`config.mk`:
```
export PLATFORM = sky130hd
export DESIGN_NAME = ram_arbiter
export DESIGN_NICKNAME = d
export VERILOG_FILES = /design/src/rtl/ram_arbiter.sv
export SDC_FILE = /design/constraint.sdc
export NUM_CORES = 1
export LEC_CHECK = 0
export CELL_PAD_IN_SITES_DETAIL_PLACEMENT = 0
export CELL_PAD_IN_SITES_GLOBAL_PLACEMENT = 1
export CORE_AREA = 2 2 86 88
export DETAILED_ROUTE_END_ITERATION = 7
export DIE_AREA = 0 0 88 90
export PLACE_DENSITY = 0.83
export RECOVER_POWER = 100
export SYNTH_ARGS = -nofsm -noshare
export SYNTH_HDL_FRONTEND = slang
export SYNTH_SLANG_ARGS = --single-unit
```
`constraint.sdc`:
```
create_clock -name clk -period 1.2 [get_ports clk]
set_clock_uncertainty 0.15 [all_clocks]
set_input_delay 0.18 -clock clk [delete_from_list [all_inputs] [get_ports clk]]
set_output_delay 0.18 -clock clk [all_outputs]
set_load 0.02 [all_outputs]
```
`src/rtl/ram_arbiter.sv`:
```
// Round-robin arbiter between two requesters sharing a single-port data RAM.
// Grants at most one access per cycle, drives the RAM command pins for the
// winner and routes read data back to the owning requester one cycle later.
// A bounded lock lets the winner keep priority for read-modify-write runs.
module ram_arbiter #(
    parameter int unsigned ADDR_W   = 6,
    parameter int unsigned DATA_W   = 16,
    parameter int unsigned LOCK_MAX = 4
) (
    input  logic              clk,
    input  logic              rst_n,

    input  logic              a_req,
    input  logic              a_we,
    input  logic [ADDR_W-1:0] a_addr,
    input  logic [DATA_W-1:0] a_wdata,
    input  logic              a_lock,
    output logic              a_gnt,
    output logic              a_rvalid,
    output logic [DATA_W-1:0] a_rdata,

    input  logic              b_req,
    input  logic              b_we,
    input  logic [ADDR_W-1:0] b_addr,
    input  logic [DATA_W-1:0] b_wdata,
    input  logic              b_lock,
    output logic              b_gnt,
    output logic              b_rvalid,
    output logic [DATA_W-1:0] b_rdata,

    output logic [ADDR_W-1:0] ram_add,
    output logic [DATA_W-1:0] ram_data_in,
    output logic              ram_r_w,
    output logic              ram_enable,
    output logic              ram_ce,
    input  logic [DATA_W-1:0] ram_data_out
);

    localparam int unsigned CNT_W = $clog2(LOCK_MAX);
    localparam logic [CNT_W-1:0] CntLast = CNT_W'(LOCK_MAX - 1);

    // prio_q: 0 = A first, 1 = B first
    logic             prio_q, prio_d;
    logic [CNT_W-1:0] lock_cnt_q, lock_cnt_d;
    logic             pend_a_q, pend_a_d;
    logic             pend_b_q, pend_b_d;
    logic             win_a, win_b, win_lock;

    // Winner selection; rst_n gating keeps grants and RAM pins quiet in reset.
    always_comb begin
        win_a = rst_n & a_req & (~b_req | ~prio_q);
        win_b = rst_n & b_req & (~a_req |  prio_q);
    end

    // Next-state for priority, lock counter and read-return flags.
    always_comb begin
        prio_d     = prio_q;
        lock_cnt_d = '0;
        win_lock   = 1'b0;
        pend_a_d   = win_a & ~a_we;
        pend_b_d   = win_b & ~b_we;
        if (win_a || win_b) begin
            win_lock = win_a ? a_lock : b_lock;
            if (win_lock && (lock_cnt_q < CntLast)) begin
                prio_d     = win_b;
                lock_cnt_d = lock_cnt_q + 1'b1;
            end else begin
                // Hand priority to the requester that did not just win.
                prio_d     = win_a;
                lock_cnt_d = '0;
            end
        end
    end

    // State registers with asynchronous active-low reset.
    always_ff @(posedge clk or negedge rst_n) begin
        if (!rst_n) begin
            prio_q     <= 1'b0;
            lock_cnt_q <= '0;
            pend_a_q   <= 1'b0;
            pend_b_q   <= 1'b0;
        end else begin
            prio_q     <= prio_d;
            lock_cnt_q <= lock_cnt_d;
            pend_a_q   <= pend_a_d;
            pend_b_q   <= pend_b_d;
        end
    end

    // RAM command mux and response routing.
    always_comb begin
        ram_add     = '0;
        ram_data_in = '0;
        ram_r_w     = 1'b0;
        ram_enable  = 1'b0;
        ram_ce      = 1'b0;
        if (win_a) begin
            ram_add     = a_addr;
            ram_data_in = a_wdata;
            ram_r_w     = a_we;
            ram_enable  = 1'b1;
            ram_ce      = 1'b1;
        end else if (win_b) begin
            ram_add     = b_addr;
            ram_data_in = b_wdata;
            ram_r_w     = b_we;
            ram_enable  = 1'b1;
            ram_ce      = 1'b1;
        end
        a_gnt    = win_a;
        b_gnt    = win_b;
        a_rvalid = pend_a_q;
        b_rvalid = pend_b_q;
        a_rdata  = pend_a_q ? ram_data_out : '0;
        b_rdata  = pend_b_q ? ram_data_out : '0;
    end

endmodule

```
======== After elaboration in Yosys (flattened, before gate mapping) ========
Cells that the tools add are included.
operators by class
  order comparisons ....................... 1
  reduce and logical (&&, ||, !) cells .... 2
  add/sub/neg operators ................... 1
  bitwise operators ....................... 13
  muxes and demuxes ....................... 14
operators with widths
  kind                 count
  $mux 16              4
  $mux 6               2
  $and 1x1->1          6
  $mux 1               6
  $not 1->1            5
  $mux 2               2
  $add 2x1->2 const B  1
  $lt 2x2->1 const B   1
  $or 1x1->1           2
  $logic_and 1x1->1    1
  $logic_or 1x1->1     1
storage, ports and cells
  bits of input ports ..................... 68
  register bits after elaboration ......... 5
  logic and storage cells ................. 35
  output and inout bits ................... 61

======== Logic depth before layout (Yosys ltp) ========
Gate-level depths: netlist of run 1.
  depth after elaboration ................. 7
  depth in mapped cells ................... 4
  gate-level depth less buffers ........... 3

======== Worst setup path before layout of run 1 ========
OpenSTA, ideal clock, no wires.
  kind .................................... register to output
  start ................................... register prio_q
  end ..................................... output port ram_add[0]
  slack ................................... -0.247 ns
  buffers on the path ..................... 1
  required time ........................... 0.870 ns
  cell stages (with the launch flop) ...... 5
  arrival time ............................ 1.117 ns
  cell sequence ........................... dfrtp_1 > inv_1 > a21oi_2 > buf_6 > a22o_1
between the ends
  cells in the longest elaborated chain, start to end .. 4
RTL lines
  element                 line  RTL
  from (decl)             43    logic prio_q, prio_d;
  from (signal assigned)  83    prio_q <= prio_d;
  $or 1x1->1              52    win_b = rst_n & b_req & (~a_req | prio_q);
  $and 1x1->1             52
  named net b_gnt         27    output logic b_gnt,
  $mux 6                  103   end else if (win_b) begin
  $mux 6                  97    if (win_a) begin
  to (decl)               31    output logic [ADDR_W-1:0] ram_add,
The timed path passes the listed nets, and every way through them passes these cells.

======== Worst setup path in the final report of run 1 ========
  start ................................... register prio_q
  end ..................................... output port ram_add[2]
between the ends
  cells in the longest elaborated chain, start to end .. 4
RTL lines
  element                                    line
  $or 1x1->1 or $not 1->1 (tied branches)    52, 51
  $and 1x1->1 or $or 1x1->1 (tied branches)  52, 51
  $mux 6 or $and 1x1->1 (tied branches)      103, 51
  $mux 6 (*)                                 97
Every way passes the cells marked *; elsewhere a longest branch is shown, timed or not.

==> results.py, run 1 <==
metrics = {
    "synth": {
        "syn-num-nets": 160,
        "synthTopCellsByArea": "and2_1, a22o_1, dfrtp_1, buf_4, buf_6",
        "synth_mux_area_share_pct": 0,
        "syn_area_um2": 744,
        "synthSimpleGateAreaFrac_pct": 34.8,
        "synthAdderAreaFrac_pct": 1.68,
        "syn-instance-count": 91,
        "synth_top_cell_by_area": "and2_1",
        "synth_top_area_share_pct": 26.9,
        "synth.distinct_cells": 24,
        "synth_xor_area_share_pct": 0,
        "syn_area_per_cell_um2": 8.18,
        "synth-compound-area-share_pct": 37.6,
        "seq_area_frac_synth_pct": 16.8,
        "yosys_warnings": 0,
        "synth_top_family_by_area": "compound AO/OA/AOI/OAI gates",
        "ys_seq_elements": 5,
    },
    "setup_path": {
        "reg2reg_setup_slack_ns": -0.18,
        "rr_startpoint": "prio_q",
        "path_max_fanout": 6,
        "path_cells": "inv_2, a21oi_4, buf_12, buf_16, a22o_4, buf_6",
        "critPathArrivalTime_ns": 1.44,
        "slowest_delay_ns": 0.41,
        "ff2ff_path_depth": 4,
        "critical_path_class": "reg2out",
        "start_kind": "flip-flop",
        "critPathCaptureType": "output port",
        "cp.buffers_inverters": 4,
        "required_ns": 0.87,
        "path_depth": 6,
        "crit_family": "buffers and inverters",
        "crit_path_start": "prio_q",
        "cp-endpoint": "ram_add[2]",
        "crit_slowest_cell": "dfrtp_1",
        "r2r_end": "lock_cnt_q[0]",
    },
    "floorplanning": {
        "num_rows": 31,
        "start_util_pct": 10.6,
        "io-pin-count": 129,
        "die_h_um": 90,
        "design.core.area_um2": 7020,
        "die_area_um2": 7920,
        "die_x_um": 88,
    },
    "grt": {
        "grtUsageTotal_pct": 11.6,
        "grt_overflow": 0,
        "antenna_found_initial": 0,
        "grt_start_max_net_pins": 19,
        "grt_pass1_wl_mm": 7.22,
        "grt_pass1_vias": 1492,
    },
    "run_status": {
        "violations": "setup timing",
        "status": "finished with violations",
    },
    "place": {
        "portBuffers": 128,
        "gp_congestion": 0.771,
        "dp_hpwl_mm": 3.17,
        "dp_cells": 326,
        "pre_cts_slack_ns": -1.10,
    },
    "route": {
        "wl_per_cell_um": 13.6,
        "vias": 1416,
        "drc": 0,
        "routed.top_layer": "met4",
        "drt_iter0_drc": 5,
        "wl_met2_mm": 2.48,
        "ant_nets": 0,
        "dr.pass1.iters": 4,
        "post_drt_via_cell_ratio": 3.98,
        "wl_mm": 4.82,
        "wl_met1_mm": 1.68,
        "route.met3.wl_um": 595,
    },
    "cts": {
        "clk_pin_slew_ns": 0.04,
        "cts_tree": "built",
        "cts_num_sinks": 5,
        "clockBufferDepth": 2,
        "clkLatencyLatePin_ns": 0.22,
        "cts_max_level": 1,
        "numCtsBuffers": 3,
        "cts_root_buf": "clkbuf_8",
    },
    "cells_and_area": {
        "post_route_cells_drive_above_1_share_pct": 67.3,
        "multiInputGateArea_um2": 905,
        "fillCellCount": 671,
        "seq_area_um2": 128,
        "diodes": 0,
        "final_cells": 356,
        "area_growth_pct": 309,
        "fin_nets": 327,
    },
    "timing": {
        "slew_violations": 0,
        "tightest_slew_ns": 0.281,
        "max_freq_mhz": 565,
        "finalSetupViolations": 64,
        "final.min_clock_period_ns": 1.77,
        "hold_slack_ns": 0.225,
        "hold_viol": 0,
        "rsz0062_at_grt": "true",
        "layout_setup_ws_ns": -0.571,
        "relSlewSlack_pct": 81.3,
        "layout_worst_path_cycle_share_pct": 148,
    },
    "worst_hold_path": {
        "hold_path_class": "in2reg",
    },
    "pwr": {
        "ir_drop_mv": 0.258,
        "p_leak_nw": 1.37,
        "cellPowerDensity_nw_per_um2": 545,
    },
    "flow_run": {
        "cap_violations": 0,
    },
}
-- layout make-up --
class / count / area share (%)
Clock buffer: 4 / 1.48
Inverter: 4 / 0.493
Multi-Input combinational cell: 75 / 29.7
Sequential cell: 5 / 4.19
Tap cell: 99 / 4.07
Timing Repair Buffer: 169 / 60.1
-- repair_timing --
item	in CTS	in global routing
gates cloned	3	0
setup endpoints to repair	66	65
endpoints found under the hold margin	0	5
hold buffers	0	1
setup buffers	17	7
resized for setup	419	32
pin swaps	38	13
-- per-stage QoR --
| step | instance area, µm² | setup TNS [ns] | total power (W) | utilization, % |
|---|---|---|---|---|
| floorplan | 976 | -3.48 | 0.000596 | - |
| global placement | 2450 | -46.52 | 0.00110 | 34.9 |
| detailed placement | 2450 | -47.04 | 0.00111 | 34.9 |
| CTS | 2910 | -21.10 | 0.00163 | 41.4 |
| global route | 3050 | -22.65 | 0.00174 | 43.4 |
| finish | 3050 | -20.89 | 0.00166 | 43.4 |
-- report_power, final --
group	internal, W	total, W	switching (W)
registers	0.000182	0.000197	0.0000143
clock network	0.000228	0.000316	0.0000873
logic	0.000698	0.00115	0.000451
-- worst reg2reg max path, cell delays in order (launching register included) --
cell and delay, ns:
dfrtp_1 0.39, and2_4 0.19, buf_6 0.11, o21ai_4 0.07, a2111oi_4 0.36
-- Yosys cell counts --
cell type and instances:
and2_1 32, a22o_1 22, dfrtp_1 5, inv_1 4, buf_4 3, a2111oi_1 2
buf_6 2, clkbuf_1 2, nand2_1 2, nand2b_1 2, o2111ai_1 2, a211oi_1 1
a21oi_1 1, a21oi_2 1, a221o_1 1, and2_4 1, and2b_1 1, ha_1 1
nand2_2 1, nor2_4 1, nor3_1 1, o21ai_0 1, o21ai_1 1, o21ai_2 1
-- sequential cells by signal (all words and copies together) (netlist names) --
register / flops
a_rvalid: 1
b_rvalid: 1
lock_cnt_q: 2
prio_q: 1
-- layout by cell type (no fill, tap or decap) --
cell type         n
buf_6            79
clkdlybuf4s50_1  64
and2_4           33
a22o_4           19
buf_4            11
buf_12            5
a22o_1            3
clkbuf_8          3
clkbuf_1          3
dfrtp_1           3
inv_2             2
nand2_1           2
o21ai_4           2
inv_1             2
a2111oi_4         2
dfrtp_2           2
buf_16            2
buf_2             2
buf_8             2
a21oi_4           1
o2111ai_4         1
nand2_2           1
nor2_4            1
nor3_1            1
and2b_1           1
o2111ai_1         1
o21ai_2           1
a21oi_2           1
nand2b_4          1
nand2b_1          1
a211oi_1          1
a221o_1           1
ha_4              1
dlygate4sd3_1     1
clkbuf_2          1
-- layer usage --
metal	track usage [%]	up-vias
li1	-	666
met1	11.8	635
met4	3.21	0
met2	22.3	109
met5	0	-
met3	3.12	6
-- logic make-up after synthesis --
group | after synthesis
simple gates | 41
compound gates | 33
buf+inv | 11
flops | 5
fa+ha+maj | 1
-- worst min-delay path by stage --
stage	startpoint	to	slack (ns)	cells after the start
2_1_floorplan	rst_n	a_rvalid	-0.27	0
3_3_place_gp	lock_cnt_q[0]	lock_cnt_q[0]	0.41	2
3_5_place_dp	prio_q	prio_q	0.43	1
4_1_cts	rst_n	a_rvalid	0.009	3
5_1_grt	a_req	a_rvalid	0.24	4
6_report	a_req	a_rvalid	0.23	4
(Power assumes the default switching activity.)
==> run 2: changes to the inputs <==
--- a/config.mk
+++ b/config.mk
@@ -5,6 +5,7 @@
 export SDC_FILE = /design/constraint.sdc
 export NUM_CORES = 1
 export LEC_CHECK = 0
+export CAP_MARGIN = 25
 export CELL_PAD_IN_SITES_DETAIL_PLACEMENT = 0
 export CELL_PAD_IN_SITES_GLOBAL_PLACEMENT = 1
 export CORE_AREA = 2 2 86 88
==> results of run 2 <==
Final layout, timing and power as in run 1 (identical DEF).
==> run 3: changes to the inputs <==
--- a/config.mk
+++ b/config.mk
@@ -8,10 +8,10 @@
 export CAP_MARGIN = 25
 export CELL_PAD_IN_SITES_DETAIL_PLACEMENT = 0
 export CELL_PAD_IN_SITES_GLOBAL_PLACEMENT = 1
-export CORE_AREA = 2 2 86 88
+export CORE_AREA = 4 4 88 90
 export DETAILED_ROUTE_END_ITERATION = 7
-export DIE_AREA = 0 0 88 90
-export PLACE_DENSITY = 0.83
+export DIE_AREA = 0 0 92 94
+export PLACE_DENSITY = 0.85
 export RECOVER_POWER = 100
 export SYNTH_ARGS = -nofsm -noshare
 export SYNTH_HDL_FRONTEND = slang
==> run 3 against run 2 <==
  * The flow still finishes with violations (setup timing)
  * Worst setup slack worse by 0.049 ns
  * Sequential cell count unchanged
  * Design area is 0.66% lower
  * Fmax is 2.7% lower
  * Die area is 9.2% higher
  * Via count grew 0.92%
  * First-iteration DRC count grew to 6.0 times the previous value
  * Sequential share of layout area about the same
  * Register-to-register slack lost 0.25 ns
  * Routed wire length increased by 5.8%
  * Core utilization down 0.52 points
  * Highest routed layer unchanged
==> results.py, run 3 (synthesis gave the netlist of run 1 again) <==
metrics = {
    "run_status": {
        "status": "finished with violations",
        "violations": "setup timing",
    },
    "floorplanning": {
        "die_x_um": 92,
        "start_util_pct": 10.5,
        "die_h_um": 94,
        "num_rows": 31,
        "die_area_um2": 8650,
        "io-pin-count": 129,
        "design.core.area_um2": 7060,
    },
    "grt": {
        "grt_pass1_vias": 1639,
        "grt_overflow": 0,
        "grt_start_max_net_pins": 25,
        "grtUsageTotal_pct": 11.0,
        "antenna_found_initial": 0,
        "grt_pass1_wl_mm": 7.57,
    },
    "timing": {
        "relSlewSlack_pct": 78.3,
        "layout_worst_path_cycle_share_pct": 152,
        "hold_viol": 0,
        "slew_violations": 0,
        "max_freq_mhz": 549,
        "tightest_slew_ns": 0.325,
        "finalSetupViolations": 64,
        "layout_setup_ws_ns": -0.620,
        "rsz0062_at_grt": "true",
        "final.min_clock_period_ns": 1.82,
    },
    "pwr": {
        "cellPowerDensity_nw_per_um2": 553,
        "cellInternalPower_w": 0.00111,
        "p_leak_nw": 1.37,
        "switchingPower_w": 0.000559,
        "p_comb_share_pct": 69.3,
        "swShare_pct": 33.4,
        "power_frac_seq_pct": 11.7,
        "ir_drop_mv": 0.236,
        "clkPwrFrac_pct": 19.0,
    },
    "setup_path": {
        "critical_path_class": "reg2out",
        "path_max_fanout": 24,
        "critPathCaptureType": "output port",
        "r2r_end": "lock_cnt_q[0]",
        "cp-endpoint": "ram_data_in[15]",
        "rr_startpoint": "prio_q",
        "crit_path_start": "prio_q",
        "ff2ff_path_depth": 7,
        "critPathArrivalTime_ns": 1.49,
        "required_ns": 0.87,
        "reg2reg_setup_slack_ns": -0.43,
        "start_kind": "flip-flop",
    },
    "route": {
        "ant_nets": 0,
        "wl_per_cell_um": 14.3,
        "drt_iter0_drc": 30,
        "post_drt_via_cell_ratio": 4.00,
        "dr.pass1.iters": 3,
        "vias": 1429,
        "wl_mm": 5.11,
        "drc": 0,
    },
    "cells_and_area": {
        "post_route_cells_drive_above_1_share_pct": 68.2,
        "seq_area_um2": 128,
        "diodes": 0,
        "largest_register_ffs": 2,
        "fillCellCount": 671,
        "fin_nets": 328,
        "final_util_pct": 42.9,
        "final_common_cell": "buf_6",
        "final_cell_mix": "buf_6, clkdlybuf4s50_1, and2_4, a22o_4, buf_4",
        "multiInputGateArea_um2": 912,
        "area_growth_pct": 307,
        "final_cell_area_um2": 3030,
        "largest_register": "lock_cnt_q",
    },
    "place": {
        "dp_hpwl_mm": 3.43,
        "pre_cts_slack_ns": -1.11,
        "placed_cell_area_um2": 2450,
        "portBuffers": 128,
        "gp_congestion": 0.708,
    },
    "cts": {
        "clockBufferDepth": 2,
        "numCtsBuffers": 3,
        "cts_tree": "built",
        "cts_root_buf": "clkbuf_8",
        "clkLatencyLatePin_ns": 0.22,
        "cts_max_level": 1,
        "clk_pin_slew_ns": 0.04,
        "cts_num_sinks": 5,
    },
    "worst_hold_path": {
        "hold_path_class": "in2async",
    },
    "flow_run": {
        "cap_violations": 0,
    },
}
run 3: worst min path at each step:
| stage | startpoint | to | slack (ns) | cells after the start |
|---|---|---|---|---|
| after global placement | rst_n | prio_q | 0.40 | 2 |
| after CTS | rst_n | a_rvalid | 0.24 | 4 |
| after global routing | rst_n | a_rvalid | 0.19 | 4 |
| final | rst_n | a_rvalid | 0.16 | 4 |
| after detailed placement | rst_n | prio_q | 0.42 | 2 |
| after floorplan | rst_n | a_rvalid | -0.27 | 0 |
run 3: cell type report:
class                      instances  share of cell area [%]
multi-input combinational         75                    30.1
sequential                         5                    4.22
tap                               99                    4.09
clock buffer                       4                    1.49
timing repair buffer             170                    59.6
inverter                           4                   0.496
run 3: timing repair:
| action | in CTS | in global routing |
|---|---|---|
| gates resized for setup | 426 | 32 |
| setup endpoints to repair | 65 | 66 |
| cloned | 3 | 0 |
| pin swaps | 11 | 12 |
| hold buffers | 1 | 0 |
| hold endpoints to repair | 5 | 0 |
| setup buffers | 22 | 7 |
run 3: per-stage QoR:
| step | setup TNS, ns | power [W] | instances | hold WS, ns |
|---|---|---|---|---|
| floorplan | -3.48 | 0.000596 | 91 | -0.266 |
| global placement | -46.31 | 0.00110 | 325 | 0.402 |
| detailed placement | -46.97 | 0.00111 | 325 | 0.419 |
| CTS | -25.58 | 0.00163 | 355 | 0.236 |
| global route | -25.67 | 0.00175 | 357 | 0.190 |
| finish | -23.51 | 0.00167 | 357 | 0.160 |
run 3: worst max-delay path, cell delays in order, from the launching register on:
cell     delay, ns
dfrtp_1       0.41
buf_6         0.14
and2_4        0.14
nor2_4        0.10
buf_12        0.19
a22o_1        0.17
buf_6         0.12
run 3: power by group through the flow:
stage	Sequential, W	Combinational (W)	Clock, W
2_1_floorplan	0.000199	0.000397	0
3_3_place_gp	0.000204	0.000899	0
3_5_place_dp	0.000205	0.000907	0
4_1_cts	0.000194	0.00112	0.000315
5_1_grt	0.000196	0.00122	0.000337
6_report	0.000196	0.00116	0.000319
run 3: routing by layer:
layer / part of all wire (%) / vias to the layer above / global-route usage [%]
met5: 0 / - / 0
met4: 1.5 / 0 / 3.59
met3: 14 / 6 / 4.01
met2: 53 / 111 / 21.9
met1: 32 / 641 / 10.3
li1: - / 671 / -
